<file path="config.mk">
export PLATFORM = sky130hd
export DESIGN_NAME = cic_frame_ctrl_flat
export DESIGN_NICKNAME = d
export VERILOG_FILES = /design/src/rtl/cic_frame_ctrl_if.sv /design/src/rtl/cic_frame_ctrl.sv /design/src/flat_wrapper.sv
export SDC_FILE = /design/constraint.sdc
export NUM_CORES = 1
export LEC_CHECK = 0
export ABC_AREA = 1
export CAP_MARGIN = 20
export CORE_ASPECT_RATIO = 0.75
export CORE_UTILIZATION = 47
export DETAILED_ROUTE_END_ITERATION = 12
export MAX_ROUTING_LAYER = met4
export PLACE_DENSITY = 0.77
export SETUP_SLACK_MARGIN = 0.05
export SLEW_MARGIN = 20
export SYNTH_ARGS = -nofsm -noshare
export SYNTH_HDL_FRONTEND = slang
export SYNTH_SLANG_ARGS = --single-unit
</file>
<file path="constraint.sdc">
create_clock -name clk -period 2.05 [get_ports clk]
set_input_delay 0.205 -clock clk [delete_from_list [all_inputs] [get_ports clk]]
set_output_delay 0.205 -clock clk [all_outputs]
set_load 0.02 [all_outputs]
</file>
<file path="src/rtl/cic_frame_ctrl_if.sv">
// rtl/cic_frame_ctrl_if.sv - signal bundle between the CIC frame sequencer and its neighbours
//
// Purpose: groups every non-clock/reset signal of cic_frame_ctrl.
// Modports:
//   slave  - the sequencer itself (control, source and CIC result in; CIC drive, frame out)
//   master - the environment (sample source, CIC wrapper, capture/DMA side)
// Signals:
//   start/abort/frame_len/warmup  capture control
//   s_data/s_val                  sample source
//   cic_rst/cic_data/cic_val_in   drive to the CIC decimator
//   cic_dout/cic_val_out          result from the CIC decimator
//   o_data/o_val/o_sof/o_eof      framed output stream
//   busy/done/drop_cnt            status
interface cic_frame_ctrl_if #(
  parameter int Win  = 16,
  parameter int Wout = 16
);
  logic            start;
  logic            abort;
  logic [15:0]     frame_len;
  logic [7:0]      warmup;
  logic [Win-1:0]  s_data;
  logic            s_val;
  logic            cic_rst;
  logic [Win-1:0]  cic_data;
  logic            cic_val_in;
  logic [Wout-1:0] cic_dout;
  logic            cic_val_out;
  logic [Wout-1:0] o_data;
  logic            o_val;
  logic            o_sof;
  logic            o_eof;
  logic            busy;
  logic            done;
  logic [15:0]     drop_cnt;

  modport slave (
    input  start, abort, frame_len, warmup, s_data, s_val, cic_dout, cic_val_out,
    output cic_rst, cic_data, cic_val_in, o_data, o_val, o_sof, o_eof, busy, done, drop_cnt
  );

  modport master (
    output start, abort, frame_len, warmup, s_data, s_val, cic_dout, cic_val_out,
    input  cic_rst, cic_data, cic_val_in, o_data, o_val, o_sof, o_eof, busy, done, drop_cnt
  );
endinterface

</file>
<file path="src/rtl/cic_frame_ctrl.sv">
// rtl/cic_frame_ctrl.sv - sequencer turning a CIC decimator stream into bounded frames
//
// Purpose: on start, holds the CIC in reset for CLR_CYCLES cycles, then feeds it
// source samples, discards the first `warmup` decimated outputs and forwards
// exactly `frame_len` outputs marked with sof/eof. abort returns to IDLE at once.
// Ports:
//   clk  - system clock
//   rst  - asynchronous active-low reset
//   bus  - cic_frame_ctrl_if.slave (control, source, CIC drive/result, framed output, status)
// All outputs are registered; their next values are derived from the next state.
module cic_frame_ctrl #(
  parameter int Win        = 16,
  parameter int Wout       = 16,
  parameter int CLR_CYCLES = 4
) (
  input  logic             clk,
  input  logic             rst,
  cic_frame_ctrl_if.slave  bus
);

  typedef enum logic [2:0] {IDLE, CLEAR, WARMUP, RUN, DONE} state_t;

  localparam logic [7:0] CLR_LAST = 8'(CLR_CYCLES - 1);

  state_t          state_q, state_d;
  logic [7:0]      clr_cnt_q, clr_cnt_d;
  logic [7:0]      warm_q, warm_d;
  logic [15:0]     len_q, len_d;
  logic [15:0]     out_cnt_q, out_cnt_d;
  logic            cic_rst_q, cic_rst_d;
  logic [Win-1:0]  cic_data_q, cic_data_d;
  logic            cic_val_in_q, cic_val_in_d;
  logic [Wout-1:0] o_data_q, o_data_d;
  logic            o_val_q, o_val_d;
  logic            o_sof_q, o_sof_d;
  logic            o_eof_q, o_eof_d;
  logic            busy_q, busy_d;
  logic            done_q, done_d;
  logic [15:0]     drop_cnt_q, drop_cnt_d;
  logic            feed_d;
  logic            last_out;

  always_comb begin
    state_d    = state_q;
    clr_cnt_d  = clr_cnt_q;
    warm_d     = warm_q;
    len_d      = len_q;
    out_cnt_d  = out_cnt_q;
    o_data_d   = o_data_q;
    o_val_d    = 1'b0;
    o_sof_d    = 1'b0;
    o_eof_d    = 1'b0;
    drop_cnt_d = drop_cnt_q;
    last_out   = 1'b0;

    case (state_q)
      IDLE: begin
        if (bus.start && !bus.abort && (bus.frame_len != 16'd0)) begin
          len_d     = bus.frame_len;
          warm_d    = bus.warmup;
          clr_cnt_d = 8'd0;
          out_cnt_d = 16'd0;
          state_d   = CLEAR;
        end
      end
      CLEAR: begin
        if (clr_cnt_q == CLR_LAST) begin
          state_d = (warm_q == 8'd0) ? RUN : WARMUP;
        end else begin
          clr_cnt_d = clr_cnt_q + 8'd1;
        end
      end
      WARMUP: begin
        // Leave on the same edge that consumes the last discarded output so
        // that a back-to-back CIC output is already framed.
        if (bus.cic_val_out) begin
          warm_d = warm_q - 8'd1;
          if (warm_q == 8'd1) begin
            state_d = RUN;
          end
        end
      end
      RUN: begin
        if (bus.cic_val_out) begin
          last_out  = (out_cnt_q == len_q - 16'd1);
          o_val_d   = 1'b1;
          o_data_d  = bus.cic_dout;
          o_sof_d   = (out_cnt_q == 16'd0);
          o_eof_d   = last_out;
          out_cnt_d = out_cnt_q + 16'd1;
          if (last_out) begin
            state_d = DONE;
          end
        end
      end
      DONE: begin
        state_d = IDLE;
      end
      default: begin
        state_d = IDLE;
      end
    endcase

    // abort overrides every transition, including a final output in RUN.
    if (bus.abort && (state_q != IDLE)) begin
      state_d = IDLE;
      o_val_d = 1'b0;
      o_sof_d = 1'b0;
      o_eof_d = 1'b0;
    end

    feed_d       = (state_d == WARMUP) || (state_d == RUN);
    cic_rst_d    = !feed_d;
    cic_val_in_d = feed_d && bus.s_val;
    cic_data_d   = feed_d ? bus.s_data : cic_data_q;
    busy_d       = (state_d != IDLE);
    done_d       = (state_d == DONE);

    // A sample is dropped whenever it is not forwarded to the CIC.
    if ((state_q == IDLE) && (state_d == CLEAR)) begin
      drop_cnt_d = 16'd0;
    end else if (bus.s_val && !feed_d && (drop_cnt_q != 16'hFFFF)) begin
      drop_cnt_d = drop_cnt_q + 16'd1;
    end
  end

  always_ff @(posedge clk or negedge rst) begin
    if (!rst) begin
      state_q      <= IDLE;
      clr_cnt_q    <= 8'd0;
      warm_q       <= 8'd0;
      len_q        <= 16'd0;
      out_cnt_q    <= 16'd0;
      cic_rst_q    <= 1'b1;
      cic_data_q   <= '0;
      cic_val_in_q <= 1'b0;
      o_data_q     <= '0;
      o_val_q      <= 1'b0;
      o_sof_q      <= 1'b0;
      o_eof_q      <= 1'b0;
      busy_q       <= 1'b0;
      done_q       <= 1'b0;
      drop_cnt_q   <= 16'd0;
    end else begin
      state_q      <= state_d;
      clr_cnt_q    <= clr_cnt_d;
      warm_q       <= warm_d;
      len_q        <= len_d;
      out_cnt_q    <= out_cnt_d;
      cic_rst_q    <= cic_rst_d;
      cic_data_q   <= cic_data_d;
      cic_val_in_q <= cic_val_in_d;
      o_data_q     <= o_data_d;
      o_val_q      <= o_val_d;
      o_sof_q      <= o_sof_d;
      o_eof_q      <= o_eof_d;
      busy_q       <= busy_d;
      done_q       <= done_d;
      drop_cnt_q   <= drop_cnt_d;
    end
  end

  assign bus.cic_rst    = cic_rst_q;
  assign bus.cic_data   = cic_data_q;
  assign bus.cic_val_in = cic_val_in_q;
  assign bus.o_data     = o_data_q;
  assign bus.o_val      = o_val_q;
  assign bus.o_sof      = o_sof_q;
  assign bus.o_eof      = o_eof_q;
  assign bus.busy       = busy_q;
  assign bus.done       = done_q;
  assign bus.drop_cnt   = drop_cnt_q;

endmodule

</file>
<file path="src/flat_wrapper.sv">
// flat-port wrapper written by rule: the top's interface ports become plain ports
module cic_frame_ctrl_flat 
#(
  parameter int Win        = 16,
  parameter int Wout       = 16,
  parameter int CLR_CYCLES = 4
)
  (clk, rst, bus_start, bus_abort, bus_frame_len, bus_warmup, bus_s_data, bus_s_val, bus_cic_dout, bus_cic_val_out, bus_cic_rst, bus_cic_data, bus_cic_val_in, bus_o_data, bus_o_val, bus_o_sof, bus_o_eof, bus_busy, bus_done, bus_drop_cnt);
  cic_frame_ctrl_if #(.Win(Win), .Wout(Wout)) bus_i ();
  input  logic clk;
  input  logic rst;
  input wire logic [$bits(bus_i.start)-1:0] bus_start;
  input wire logic [$bits(bus_i.abort)-1:0] bus_abort;
  input wire logic [$bits(bus_i.frame_len)-1:0] bus_frame_len;
  input wire logic [$bits(bus_i.warmup)-1:0] bus_warmup;
  input wire logic [$bits(bus_i.s_data)-1:0] bus_s_data;
  input wire logic [$bits(bus_i.s_val)-1:0] bus_s_val;
  input wire logic [$bits(bus_i.cic_dout)-1:0] bus_cic_dout;
  input wire logic [$bits(bus_i.cic_val_out)-1:0] bus_cic_val_out;
  output wire logic [$bits(bus_i.cic_rst)-1:0] bus_cic_rst;
  output wire logic [$bits(bus_i.cic_data)-1:0] bus_cic_data;
  output wire logic [$bits(bus_i.cic_val_in)-1:0] bus_cic_val_in;
  output wire logic [$bits(bus_i.o_data)-1:0] bus_o_data;
  output wire logic [$bits(bus_i.o_val)-1:0] bus_o_val;
  output wire logic [$bits(bus_i.o_sof)-1:0] bus_o_sof;
  output wire logic [$bits(bus_i.o_eof)-1:0] bus_o_eof;
  output wire logic [$bits(bus_i.busy)-1:0] bus_busy;
  output wire logic [$bits(bus_i.done)-1:0] bus_done;
  output wire logic [$bits(bus_i.drop_cnt)-1:0] bus_drop_cnt;
  assign bus_i.start = bus_start;
  assign bus_i.abort = bus_abort;
  assign bus_i.frame_len = bus_frame_len;
  assign bus_i.warmup = bus_warmup;
  assign bus_i.s_data = bus_s_data;
  assign bus_i.s_val = bus_s_val;
  assign bus_i.cic_dout = bus_cic_dout;
  assign bus_i.cic_val_out = bus_cic_val_out;
  assign bus_cic_rst = bus_i.cic_rst;
  assign bus_cic_data = bus_i.cic_data;
  assign bus_cic_val_in = bus_i.cic_val_in;
  assign bus_o_data = bus_i.o_data;
  assign bus_o_val = bus_i.o_val;
  assign bus_o_sof = bus_i.o_sof;
  assign bus_o_eof = bus_i.o_eof;
  assign bus_busy = bus_i.busy;
  assign bus_done = bus_i.done;
  assign bus_drop_cnt = bus_i.drop_cnt;
  cic_frame_ctrl #(.Win(Win), .Wout(Wout), .CLR_CYCLES(CLR_CYCLES)) u_core (.clk(clk), .rst(rst), .bus(bus_i));
endmodule
</file>
==> results of run 1 <==
-- final cells by class --
cell class | instances | area [um^2]
Multi-Input combinational cell | 578 | 2920
Sequential cell | 106 | 2650
Inverter | 67 | 254
Clock inverter | 6 | 51.3
Timing Repair Buffer | 193 | 1800
Tap cell | 162 | 203
Clock buffer | 10 | 229
Fill cell | 957 | 3760
-- sequential cells by signal, indices dropped and copies added (netlist names) --
signal / flops
u_core.bus.busy: 1
u_core.bus.o_data: 16
u_core.bus.cic_rst: 1
u_core.bus.o_sof: 1
u_core.state_q: 3
u_core.clr_cnt_q: 8
u_core.bus.cic_val_in: 1
u_core.len_q: 16
u_core.bus.o_eof: 1
u_core.bus.drop_cnt: 16
u_core.bus.o_val: 1
u_core.out_cnt_q: 16
u_core.bus.done: 1
u_core.warm_q: 8
u_core.bus.cic_data: 16
-- cells by family (layout without fill, tap and decap cells) --
logic type | count (synthesis) | in the layout
buf+inv | 89 | 276
simple gates | 482 | 483
flops | 106 | 106
xor+xnor | 40 | 40
compound gates | 48 | 48
fa+ha+maj | 7 | 7
-- power by group through the flow --
stage | registers [W] | logic, W | clock network, W
after floorplan | 0.00345 | 0.00179 | 0
after global placement | 0.00308 | 0.00377 | 0
after detailed placement | 0.00309 | 0.00384 | 0
after CTS | 0.00308 | 0.00400 | 0.00170
after global routing | 0.00317 | 0.00444 | 0.00179
final | 0.00309 | 0.00404 | 0.00166
-- layer usage --
| layer | vias up | track usage [%] | routed length [um] |
|---|---|---|---|
| met5 | - | - | 0 |
| met3 | 11 | 5.65 | 1150 |
| met1 | 2656 | 40.5 | 7740 |
| met2 | 211 | 38.6 | 6770 |
| li1 | 2839 | - | - |
| met4 | 0 | 4.51 | 116 |
-- critical path: stages, from the launching register on --
cell and delay, ns:
dfrtp_1 0.46, nor2_2 0.21, nand2_1 0.07, nor2_1 0.16
nand2_1 0.07, nand2_1 0.09, nand2_1 0.06, nor2_1 0.10
nand2_1 0.07, nor2_2 0.09, nand3_1 0.09, nand2_2 0.11
buf_4 0.12, buf_4 0.09, buf_4 0.09, nand2_1 0.05
nand2_1 0.10, nand2_1 0.07
-- timing repair --
action                                 in CTS  in global routing
resized for setup                          17                  8
hold buffers                                1                  0
setup buffers                               3                  0
pin swaps                                   5                  3
cloned                                      2                  0
endpoints found under the hold margin      24                  0
setup endpoints to repair                  35                 40
-- worst min path at each step --
stage / start / to / slack (ns) / depth (start not counted)
6_report: rst / u_core.out_cnt_q[14] / 0.32 / 2
5_1_grt: rst / u_core.bus.drop_cnt[11] / 0.36 / 2
4_1_cts: rst / u_core.bus.o_sof / 0.34 / 2
3_5_place_dp: rst / u_core.bus.o_sof / 0.16 / 1
3_3_place_gp: rst / u_core.bus.o_sof / 0.16 / 1
2_1_floorplan: rst / u_core.bus.busy / -0.09 / 0
-- placed cells by master, fill, tap and decap left out, types with 2 or more instances in the layout --
| cell | count |
|---|---|
| a21oi_1 | 8 |
| nand2_2 | 6 |
| nor2_2 | 7 |
| buf_6 | 4 |
| xnor2_1 | 12 |
| o22ai_1 | 3 |
| nand3_1 | 40 |
| nand2_1 | 281 |
| ha_1 | 6 |
| nor3_1 | 16 |
| inv_2 | 9 |
| nor4_1 | 8 |
| nand2_4 | 2 |
| inv_1 | 56 |
| xor2_1 | 28 |
| nand4_1 | 30 |
| clkinvlp_4 | 3 |
| nand2_8 | 3 |
| nand3b_1 | 9 |
| a31oi_1 | 5 |
| clkdlybuf4s50_1 | 115 |
| buf_12 | 4 |
| clkbuf_16 | 9 |
| dfrtp_1 | 105 |
| nor2_4 | 2 |
| nor2_1 | 64 |
| o21ai_0 | 29 |
| buf_4 | 69 |
| nand3_2 | 10 |
-- through the flow --
step | total power [W] | area, um^2 | hold slack, ns | cells | util, %
2_1_floorplan | 0.00524 | 5880 | -0.0906 | 772 | -
3_3_place_gp | 0.00685 | 7710 | 0.160 | 1100 | 64.9
3_5_place_dp | 0.00693 | 7710 | 0.163 | 1100 | 64.9
4_1_cts | 0.00878 | 8090 | 0.338 | 1122 | 68.2
5_1_grt | 0.00940 | 8110 | 0.362 | 1122 | 68.4
6_report | 0.00880 | 8110 | 0.319 | 1122 | 68.4
==> impl_metrics.csv, run 1 <==
group,metric,value,unit
outcome,status,"complete, but fails checks",
outcome,violations,"setup timing",
synthesis,yosys_register_bits,106,
setup_path,crit_start,"u_core.len_q[7]",
synthesis,ys_seq_area_share,45.3,%
global_routing,grt_overflow,0,
pwr,powerDensity,1080,nW/um^2
floorplanning,start_util,49.3,%
setup_path,required,2.28,ns
synthesis,synthTopCellsByArea,"dfrtp_1, nand2_1, nor2_1",
synthesis,synth-xor-area-share,5.98,%
sta,hold_viol,0,
final_layout,fin_nets,1024,
pwr,p_comb_share,46.0,%
routing,drcViolationCount,0,
setup_path,rrSetupSlack,-0.16,ns
sta,fin_ws,-0.161,ns
pwr,p_leak,3.94,nW
setup_path,critPathArrivalTime,2.44,ns
cts,htreeDepth,3,
routing,vias_per_cell,5.10,
final_layout,syn_to_final_growth,38.6,%
sta,tns,-4.22,ns
synthesis,postSynth.asyncResetShare,100,%
synthesis,synth-compound-area-share,4.42,%
global_routing,grt_pass1_wl,26.5,mm
synthesis,synth_top_family_by_area,"simple AND/OR/NAND/NOR gates",
synthesis,ys_warn_count,0,
cts,cts_tree,"done",
floorplanning,io_pins,117,
routing,drt_first_pass_iters,5,
global_routing,grt_max_degree,62,
setup_path,reg2regPathDepth,17,
setup_path,end_kind,"register",
sta,max-slew-margin-rel,66.3,%
synthesis,yosysMostFrequentCell,"nand2_1",
flow_run,maxCapViolCount,0,
routing,drtIter0Drc,437,
synthesis,synth-adder-area-share,1.50,%
synthesis,yosysTopAreaCell,"dfrtp_1",
synthesis,synth_area,5850,um^2
synthesis,syn_avg_cell_area,7.58,um^2
sta,fmax,452,MHz
pwr,clockPowerShare,18.8,%
synthesis,yosys.area_share.simple,36.4,%
pwr,sw_frac_of_total,39.9,%
floorplanning,die_area,12900,um^2
synthesis,synth_top_area_share,44.9,%
global_routing,antenna_found_initial,0,
synthesis,yosys-top-cells-count,"nand2_1, dfrtp_1, nor2_1, inv_1, nand3_1",
floorplanning,coreArea,11900,um^2
pwr,internal_power,0.00528,W
cts,clock_sinks,106,
sta,rsz0062_at_grt,"yes",
cts,numCtsBuffers,9,
setup_path,r2r-end,"u_core.bus.busy",
hold_path,hold_class,"in2async",
final_layout,diodes,0,
final_layout,layout-drive-gt1-share,14.3,%
routing,drt-wirelength-per-cell,14.1,um
sta,maxSlewViolCount,0,
pwr,seqPwrFrac,35.2,%
sta,finClkSkew,0.00890,ns
sta,final.period_utilization,108,%
cts,cts_root_buf,"clkbuf_16",
routing,num_vias,5717,
global_routing,track_usage,27.2,%
synthesis,synth.net_count,841,
pwr,power.switching,0.00351,W
sta,tightest_slew,0.501,ns
synthesis,synthFlopType,"dfrtp_1",
pwr,peakVddDrop,0.000711,V
setup_path,crit_fanout,4,
sta,final-setup-viol-count,36,
synthesis,synthMuxAreaShare,0,%
floorplanning,row_count,34,
placed_design,post-place-ws,-0.151,ns
routing,ant_nets,0,
global_routing,grt_pass1_vias,5467,
placed_design,place_congestion,0.952,
cts,insertion_delay,0.35,ns
routing,postRouteWirelength,15.8,mm
synthesis,synth_cells,772,
cts,path_clk_slew,0.07,ns
setup_path,rr_startpoint,"u_core.len_q[7]",
floorplanning,dieWidth,131,um
sta,period_minus_slack,2.21,ns
synthesis,synth.distinct_cells,38,
placed_design,dpl.hpwl,11.5,mm
cts,clockBufferDepth,2,
synthesis,synth_edf_count,0,
setup_path,crit_end,"u_core.bus.busy",
setup_path,crit_type,"reg2reg",
floorplanning,die_y,98.7,um
setup_path,cp-start-kind,"register",
placed_design,io_buffers,116,
No activity file was read; power rests on OpenSTA's default activity.
==> run 2: changes to the inputs <==
--- a/config.mk
+++ b/config.mk
@@ -7,11 +7,13 @@
 export LEC_CHECK = 0
 export ABC_AREA = 1
 export CAP_MARGIN = 20
+export CELL_PAD_IN_SITES_DETAIL_PLACEMENT = 1
+export CELL_PAD_IN_SITES_GLOBAL_PLACEMENT = 1
 export CORE_ASPECT_RATIO = 0.75
-export CORE_UTILIZATION = 47
+export CORE_UTILIZATION = 34
 export DETAILED_ROUTE_END_ITERATION = 12
 export MAX_ROUTING_LAYER = met4
-export PLACE_DENSITY = 0.77
+export PLACE_DENSITY_LB_ADDON = 0.1
 export SETUP_SLACK_MARGIN = 0.05
 export SLEW_MARGIN = 20
 export SYNTH_ARGS = -nofsm -noshare
==> run 2 against run 1 <==
  * The flow still finishes with violations (setup timing)
  * Global-route usage fell by 4.3 points
  * Design area rose by 1.1%
  * Hold slack improved by 0.021 ns
  * Critical path type unchanged
  * Largest cell class unchanged
==> impl_metrics.csv, run 2 (synthesis gave the netlist of run 1 again) <==
group,metric,value,unit
outcome,status,"complete, but fails checks",
cts,clock_sinks,106,
global_routing,antenna_found_initial,0,
final_layout,layout-drive-gt1-share,14.4,%
sta,fmax,435,MHz
cts,numCtsBuffers,9,
routing,num_vias,5780,
setup_path,required,2.30,ns
sta,final-setup-viol-count,37,
cts,cts_root_buf,"clkbuf_16",
final_layout,syn_to_final_growth,40.1,%
floorplanning,io_pins,117,
sta,period_minus_slack,2.30,ns
floorplanning,row_count,41,
cts,path_clk_slew,0.08,ns
sta,hold_slack,0.341,ns
floorplanning,coreArea,16800,um^2
global_routing,grt_max_degree,46,
pwr,powerDensity,1090,nW/um^2
routing,drt-wirelength-per-cell,15.9,um
sta,hold_viol,0,
floorplanning,die_y,116,um
global_routing,grt_pass1_vias,6160,
final_layout,diodes,0,
pwr,peakVddDrop,0.000518,V
final_layout,final_common_cell,"nand2_1",
placed_design,place_congestion,0.843,
cts,cts_tree,"done",
floorplanning,die_area,17800,um^2
final_layout,multi_input_area,2910,um^2
sta,fin_ws,-0.250,ns
hold_path,hold_class,"in2async",
final_layout,final_cell_mix,"nand2_1, clkdlybuf4s50_1, dfrtp_1",
placed_design,dp.cells,1159,
global_routing,track_usage,22.9,%
sta,rsz0062_at_grt,"yes",
setup_path,cp-start-kind,"register",
global_routing,grt_pass1_wl,31.0,mm
placed_design,dpl.hpwl,14.1,mm
routing,drt_first_pass_iters,4,
cts,insertion_delay,0.37,ns
placed_design,io_buffers,116,
setup_path,critPathArrivalTime,2.55,ns
setup_path,end_kind,"register",
sta,maxSlewViolCount,0,
floorplanning,start_util,34.8,%
sta,tns,-7.28,ns
routing,drtIter0Drc,231,
floorplanning,dieWidth,154,um
final_layout,fin_nets,1028,
setup_path,crit_start,"u_core.len_q[1]",
routing,vias_per_cell,4.90,
setup_path,crit_type,"reg2reg",
sta,finClkSkew,0.00859,ns
sta,tightest_slew,0.486,ns
setup_path,crit_fanout,8,
flow_run,maxCapViolCount,0,
setup_path,rr_startpoint,"u_core.len_q[1]",
placed_design,post-place-ws,-0.291,ns
routing,drcViolationCount,0,
outcome,violations,"setup timing",
sta,max-slew-margin-rel,67.3,%
final_layout,final_cells,1179,
routing,postRouteWirelength,18.8,mm
pwr,p_leak,3.98,nW
global_routing,grt_overflow,0,
pwr,finalPower,0.00890,W
cts,clockBufferDepth,2,
sta,final.period_utilization,112,%
final_layout,fillCellCount,2068,
final_layout,seq_area,2650,um^2
routing,ant_nets,0,
cts,htreeDepth,3,
## run 2: layout make-up
class / count / share of cell area [%]
clock buffer: 9 / 2.75
clock inverter: 7 / 0.931
inverter: 67 / 3.13
multi-input combinational: 578 / 35.5
sequential: 106 / 32.4
tap: 215 / 3.28
timing repair buffer: 197 / 22.1
## run 2: path summary, 6_finish.rpt
check / to / slack, ns / cells past startpoint
max: u_core.bus.drop_cnt[11] / -0.25 / 19
min: u_core.bus.o_val / 0.34 / 2
max reg2reg: u_core.bus.drop_cnt[11] / -0.25 / 19
min reg2reg: u_core.bus.cic_data[9] / 0.48 / 2
max in group asynchronous: u_core.len_q[15] / 0.91 / 3
min in group clk: u_core.bus.o_data[14] / 0.36 / 3
## run 2: critical path, stage by stage, from the launching register on
cell     delay, ns
dfrtp_1       0.37
inv_2         0.06
ha_4          0.28
inv_2         0.03
nand2_1       0.05
nand2_1       0.05
nor2_1        0.10
nand2_1       0.07
nor2_1        0.09
nand2_1       0.08
nor2_1        0.10
nand2_1       0.08
nor2_2        0.12
nand3_1       0.09
nand2_2       0.10
nand2_4       0.07
nand2_8       0.14
nand2_4       0.15
nand3_2       0.10
nand2_1       0.05
## run 2: report_power, final
part	switching [W]	total, W	internal, W
Combinational	0.00227	0.00404	0.00176
Clock	0.000913	0.00179	0.000873
Sequential	0.000422	0.00308	0.00266
Total	0.00361	0.00890	0.00529
## run 2: repair_timing
item,CTS,global route
hold buffers,1,0
setup buffers,1,2
endpoints found under the hold margin,28,0
pin swaps,11,0
gates resized for setup,5,16
gates cloned,1,0
setup endpoints to repair,37,57
## run 2: metal layers
| layer | GRT usage, % | vias up | routed length (um) |
|---|---|---|---|
| met2 | 36.8 | 87 | 8710 |
| met5 | - | - | 0 |
| met3 | 4.97 | 16 | 724 |
| li1 | - | 2852 | - |
| met1 | 29.7 | 2825 | 9170 |
| met4 | 4.93 | 0 | 150 |
## run 2: per-stage QoR
stage / util [%] / instance area (um^2)
3_3_place_gp: 46.3 / 7790
5_1_grt: 48.7 / 8200
4_1_cts: 48.3 / 8130
6_report: 48.7 / 8200
2_1_floorplan: - / 5880
3_5_place_dp: 46.3 / 7790
